--- src/rtl/rst_seq_gen_pkg.sv ---
// Shared types and sizing helpers for the reset sequencer.
// Imported by the sequencer top and its synchroniser.
package rst_seq_pkg;

  typedef enum logic [1:0] {
    ST_DEBOUNCE,
    ST_RELEASE,
    ST_RUN
  } state_e;

  localparam int LOSS_CNT_MAX = 255;

  // Bits needed for a counter spanning 0..n-1; a 1-bit floor keeps n=1 legal.
  function automatic int cnt_w(input int n);
    return (n <= 2) ? 1 : $clog2(n);
  endfunction

endpackage

--- src/rtl/rst_seq_gen_sync2.sv ---
// Two-flop synchroniser with a parameterised asynchronous reset value.
module sync2 #(
  parameter logic RST_VAL = 1'b0
) (
  input  logic clk,
  input  logic reset,
  input  logic d,
  output logic q
);

  logic meta;

  always_ff @(posedge clk or posedge reset) begin
    if (reset) begin
      meta <= RST_VAL;
      q    <= RST_VAL;
    end else begin
      meta <= d;
      q    <= meta;
    end
  end

endmodule

--- src/rtl/rst_seq_gen.sv ---
// Reset sequencer: debounces board reset and PLL lock, releases NCH channel
// resets in staggered order, and drives a divided clock/enable for slow logic.
module rst_seq_gen
  import rst_seq_pkg::*;
#(
  parameter int NCH       = 3,
  parameter int DEB_LEN   = 8,
  parameter int STAGE_DLY = 16,
  parameter int DIV       = 2
) (
  input  logic           clk,
  input  logic           reset,
  input  logic           ext_reset_n,
  input  logic           pll_lock,
  output logic [NCH-1:0] rst_n_out,
  output logic           seq_done,
  output logic           div_clk,
  output logic           div_en,
  output logic [7:0]     lock_loss_cnt
);

  localparam int DW = cnt_w(DEB_LEN);
  localparam int SW = cnt_w(STAGE_DLY);
  localparam int IW = cnt_w(NCH);
  localparam int VW = cnt_w(DIV);

  localparam logic [DW-1:0] DEB_MAX  = DW'(DEB_LEN - 1);
  localparam logic [SW-1:0] STG_MAX  = SW'(STAGE_DLY - 1);
  localparam logic [IW-1:0] IDX_LAST = IW'(NCH - 1);
  localparam logic [VW-1:0] DIV_MAX  = VW'(DIV - 1);
  localparam logic [VW-1:0] DIV_HALF = VW'(DIV / 2 - 1);
  localparam logic [7:0]    LOSS_MAX = 8'(LOSS_CNT_MAX);

  logic ext_sync, lock_sync, good;

  sync2 #(.RST_VAL(1'b0)) u_sync_ext (
    .clk   (clk),
    .reset (reset),
    .d     (ext_reset_n),
    .q     (ext_sync)
  );

  sync2 #(.RST_VAL(1'b0)) u_sync_lock (
    .clk   (clk),
    .reset (reset),
    .d     (pll_lock),
    .q     (lock_sync)
  );

  assign good = ext_sync & lock_sync;

  state_e          state_q, state_d;
  logic [DW-1:0]   deb_cnt;
  logic [SW-1:0]   stage_cnt;
  logic [IW-1:0]   idx;
  logic [VW-1:0]   div_cnt;
  logic            abort, wrap, last;

  assign last = (idx == IDX_LAST);

  always_comb begin
    state_d = state_q;
    abort   = 1'b0;
    wrap    = 1'b0;
    case (state_q)
      ST_DEBOUNCE: begin
        if (good && deb_cnt == DEB_MAX) state_d = ST_RELEASE;
      end
      ST_RELEASE: begin
        if (!good) begin
          abort   = 1'b1;
          state_d = ST_DEBOUNCE;
        end else if (stage_cnt == STG_MAX) begin
          wrap = 1'b1;
          if (last) state_d = ST_RUN;
        end
      end
      ST_RUN: begin
        if (!good) begin
          abort   = 1'b1;
          state_d = ST_DEBOUNCE;
        end
      end
      default: state_d = ST_DEBOUNCE;
    endcase
  end

  always_ff @(posedge clk or posedge reset) begin
    if (reset) state_q <= ST_DEBOUNCE;
    else       state_q <= state_d;
  end

  always_ff @(posedge clk or posedge reset) begin
    if (reset) begin
      deb_cnt       <= '0;
      stage_cnt     <= '0;
      idx           <= '0;
      rst_n_out     <= '0;
      seq_done      <= 1'b0;
      lock_loss_cnt <= '0;
    end else if (abort) begin
      deb_cnt   <= '0;
      stage_cnt <= '0;
      idx       <= '0;
      rst_n_out <= '0;
      seq_done  <= 1'b0;
      // One increment per abort even when board reset drops at the same time.
      if (!lock_sync && lock_loss_cnt != LOSS_MAX)
        lock_loss_cnt <= lock_loss_cnt + 8'd1;
    end else begin
      case (state_q)
        ST_DEBOUNCE: begin
          stage_cnt <= '0;
          idx       <= '0;
          if (!good || deb_cnt == DEB_MAX) deb_cnt <= '0;
          else                             deb_cnt <= deb_cnt + 1'b1;
        end
        ST_RELEASE: begin
          if (wrap) begin
            stage_cnt <= '0;
            for (int k = 0; k < NCH; k++)
              if (idx == IW'(k)) rst_n_out[k] <= 1'b1;
            if (last) seq_done <= 1'b1;
            else      idx      <= idx + 1'b1;
          end else begin
            stage_cnt <= stage_cnt + 1'b1;
          end
        end
        default: ;
      endcase
    end
  end

  // Divider only runs once channel 0 is out of reset; abort clears it alongside.
  always_ff @(posedge clk or posedge reset) begin
    if (reset) begin
      div_cnt <= '0;
      div_clk <= 1'b0;
      div_en  <= 1'b0;
    end else if (abort || !rst_n_out[0]) begin
      div_cnt <= '0;
      div_clk <= 1'b0;
      div_en  <= 1'b0;
    end else begin
      div_cnt <= (div_cnt == DIV_MAX) ? '0 : div_cnt + 1'b1;
      div_en  <= (div_cnt == DIV_MAX);
      if (div_cnt == DIV_HALF || div_cnt == DIV_MAX) div_clk <= ~div_clk;
    end
  end

endmodule

--- config.mk ---
export PLATFORM = sky130hd
export DESIGN_NAME = rst_seq_gen
export DESIGN_NICKNAME = d
export VERILOG_FILES = /design/src/rtl/rst_seq_gen_pkg.sv /design/src/rtl/rst_seq_gen_sync2.sv /design/src/rtl/rst_seq_gen.sv
export SDC_FILE = /design/constraint.sdc
export NUM_CORES = 1
export LEC_CHECK = 0
export CAP_MARGIN = 20
export CORE_MARGIN = 4
export CORE_UTILIZATION = 25
export DETAILED_ROUTE_END_ITERATION = 10
export GPL_TIMING_DRIVEN = 1
export PLACE_DENSITY = 0.47
export SLEW_MARGIN = 20
export SYNTH_ARGS = -nofsm -noshare
export SYNTH_HDL_FRONTEND = slang
export SYNTH_SLANG_ARGS = --single-unit
--- constraint.sdc ---
create_clock -name clk -period 2.1 [get_ports clk]
set_input_delay 0.42 -clock clk [delete_from_list [all_inputs] [get_ports clk]]
set_output_delay 0.42 -clock clk [all_outputs]
set_load 0.01 [all_outputs]
==> flow_summary_export.csv <==
group,metric,value,unit
grt,grt_usage,0.0900,
route,dr.pass1.iters,4,
route,drc_errors,0,
sta,clock_skew,0.00613,ns
clocking,postCtsHoldBufs,0,
clocking,cts_sinks,29,
synthesis,synth.ff_latch_count,29,
worst_setup_path,path_cells,"clkdlybuf4s50_1",
worst_setup_path,critPathMaxStageDelay,0.58,ns
floorplan,die_y,84.9,um
clocking,cts_tree,"done",
worst_setup_path,crit_type,"flop to output pin",
flow_run,cap_violations,0,
worst_setup_path,start_kind,"flop",
synthesis,avgSynthCellArea,10.8,um2
placement,numPortBuffers,17,
worst_hold_path,hold_depth,0,
worst_hold_path,hp-start,"u_sync_ext.meta",
floorplan,io_pins,18,
clocking,clk-insertion-delay-late,0.28,ns
synthesis,synth_seq_area_share,0.490,
placement,hpwl,2170,um
clocking,clkTransAtPathRegs,0.06,ns
worst_setup_path,reg2reg_depth,5,
sta,rsz0062_at_grt,"no",
power_and_ir_drop,peakVddDrop,0.313,mV
route,vias_per_cell,4.76,
clocking,cts_buffer_depth,2,
sta,slew_viol_final,0,
finish,layout-drive-gt1-share,0.115,
synthesis,yosys.area.top_type,"dfrtp_1",
worst_setup_path,reg2reg_slack,0.41,ns
power_and_ir_drop,powerDensity,580,mW/mm2
finish,final_common_cell,"dfrtp_1",
synthesis,ys_types,41,
route,routedWlPerCell,13.2,um
worst_hold_path,hold_end,"u_sync_ext.q",
worst_setup_path,cp_max_fo,7,
grt,antenna_found_initial,0,
worst_hold_path,holdCritPathClass,"flop to flop",
route,drtAntennaViolNets,0,
floorplan,die_w,84.9,um
route,vias,1090,
synthesis,synth_warnings,0,
synthesis,synth.net_count,151,
route,first_iter_violations,34,
sta,final.min_clock_period,1.73,ns
worst_setup_path,cp_num_buf_inv,1,
finish,area_delta_synth_final,21.1,%
grt,grt_pass1_wl,5190,um
sta,tightest_slew,0.450,ns
sta,slew_headroom,0.700,
sta,fin_setup_tns,0,ns
grt,grt_pass1_vias,1106,
grt,grt_overflow,0,
worst_setup_path,worst_ep_required_time,1.68,ns
floorplan,dieArea,0.00722,mm2
sta,final-hold-violation-count,0,
worst_setup_path,worstPathArrival,1.31,ns
grt,grt_start_max_net_pins,30,
power_and_ir_drop,p_total,1040,uW
sta,fmax,577,MHz
floorplan,start_util,0.264,
synthesis,postSynthCellCount,137,
finish,fillers,593,
clocking,numCtsBuffers,5,
finish,final_cell_mix,"dfrtp_1 (29), clkdlybuf4s50_1 (17), nand2_1 (10), ha_1 (10), inv_1 (9)",
worst_setup_path,crit_family,"buffers and inverters",
clocking,cts_setup_buffers,0,
synthesis,synth_area_leaders,"dfrtp_1 (49%), ha_1 (8.5%), nand4_1 (3.0%)",
placement,place.gp.congestion,0.733,
floorplan,core_area,0.00561,mm2
outcome,status,"complete, no violations",
worst_setup_path,timing.rr.end,"idx[1]",
worst_setup_path,r2r_start,"state_q[1]",
finish,diodes,0,
synthesis,yosys.area.top_type_share,0.490,
finish,nets,170,
power_and_ir_drop,p_leak,0.000798,uW
sta,setup_violations,0,
worst_setup_path,end_kind,"output pin",
route,wl,3020,um
clocking,cts-resized-gates,0,
sta,finalCritPeriodShare,0.825,
worst_setup_path,crit_slowest_cell,"clkdlybuf4s50_1",
clocking,cts_max_level,2,
synthesis,syn_area,0.00148,mm2
floorplan,rows,27,
clocking,root_buffer,"clkbuf_8",
how the worst max path moves through the flow:
stage                startpoint                to  slack [ns]  cells past startpoint
2_1_floorplan  lock_loss_cnt[0]  lock_loss_cnt[1]        0.61                      4
3_3_place_gp         state_q[0]  lock_loss_cnt[7]        0.46                      5
3_5_place_dp         state_q[1]            idx[1]        0.41                      5
4_1_cts        lock_loss_cnt[2]  lock_loss_cnt[2]        0.35                      1
5_1_grt              state_q[1]            idx[1]        0.25                      5
6_report       lock_loss_cnt[2]  lock_loss_cnt[2]        0.37                      1
through the flow:
step | worst slack, ns | cell area (um2) | utilization | instances | hold WS [ns]
floorplan | 0.606 | 1480 | - | 137 | 0.331
global placement | 0.464 | 1710 | 0.305 | 221 | 0.335
detailed placement | 0.412 | 1710 | 0.305 | 221 | 0.340
CTS | 0.353 | 1790 | 0.320 | 229 | 0.355
global route | 0.254 | 1790 | 0.320 | 229 | 0.361
finish | 0.368 | 1790 | 0.320 | 229 | 0.353
cells in the mapped netlist:
cell type	n
nor3b_1	1
and3_4	1
nand4_1	7
clkbuf_1	1
a41o_1	1
o21ai_0	3
o22ai_1	2
and4b_4	1
nor2_1	7
a41oi_1	2
nand4_2	1
o2111a_1	1
buf_6	1
o21ai_2	1
a31oi_1	1
mux2_2	3
and4b_1	1
and2_1	2
a21oi_1	6
and3_2	1
a211o_1	2
and2b_2	1
and3_1	2
nand2b_1	2
a2111o_1	1
buf_4	1
mux2_1	1
ha_1	10
nand2_1	10
o211ai_1	4
nand3b_1	1
nor2b_1	1
o31ai_1	1
xnor2_1	4
nand3_1	8
a311o_1	1
buf_2	3
dfrtp_1	29
a221o_1	1
inv_1	9
a21bo_2	1
area by class of cell:
type                            count  area [um2]  share of cell area
Sequential cell                    29         726               0.405
Multi-Input combinational cell     93         683               0.381
Timing Repair Buffer               18         178              0.0991
Tap cell                           72        90.1              0.0502
Clock buffer                        6        72.6              0.0405
Inverter                            9        33.8              0.0188
Clock inverter                      2        10.0             0.00558
flip-flops by register name, indices dropped and copies added (netlist names):
signal / count
lock_loss_cnt: 8
div_en: 1
u_sync_lock.q: 1
state_q: 2
div_cnt: 1
u_sync_ext.q: 1
deb_cnt: 3
idx: 2
div_clk: 1
stage_cnt: 4
u_sync_ext.meta: 1
u_sync_lock.meta: 1
rst_n_out: 3
routing by layer:
| metal | vias up | wire length, um | track usage |
|---|---|---|---|
| li1 | 535 | - | - |
| met2 | 27 | 1340 | 0.138 |
| met3 | 5 | 155 | 0.0369 |
| met1 | 523 | 1470 | 0.113 |
| met4 | 0 | 49 | 0.0345 |
| met5 | - | 0 | 0 |
cells by family after synthesis:
logic type / synth area share
AOI/OAI and AO/OA: 0.140
muxes: 0.0304
and+or+nand+nor: 0.183
DFF: 0.490
buffers and inverters: 0.0482
adders and majority gates: 0.0845
xor gates and xnor gates: 0.0237
report_power, final:
part / internal (uW) / switching (uW) / leakage (uW) / total [uW]
Combinational: 10.1 / 17.1 / 0.000358 / 27.2
Sequential: 565 / 5.21 / 0.000395 / 570
Clock: 229 / 214 / 0.0000450 / 443
No activity file was read; power rests on OpenSTA's default activity.
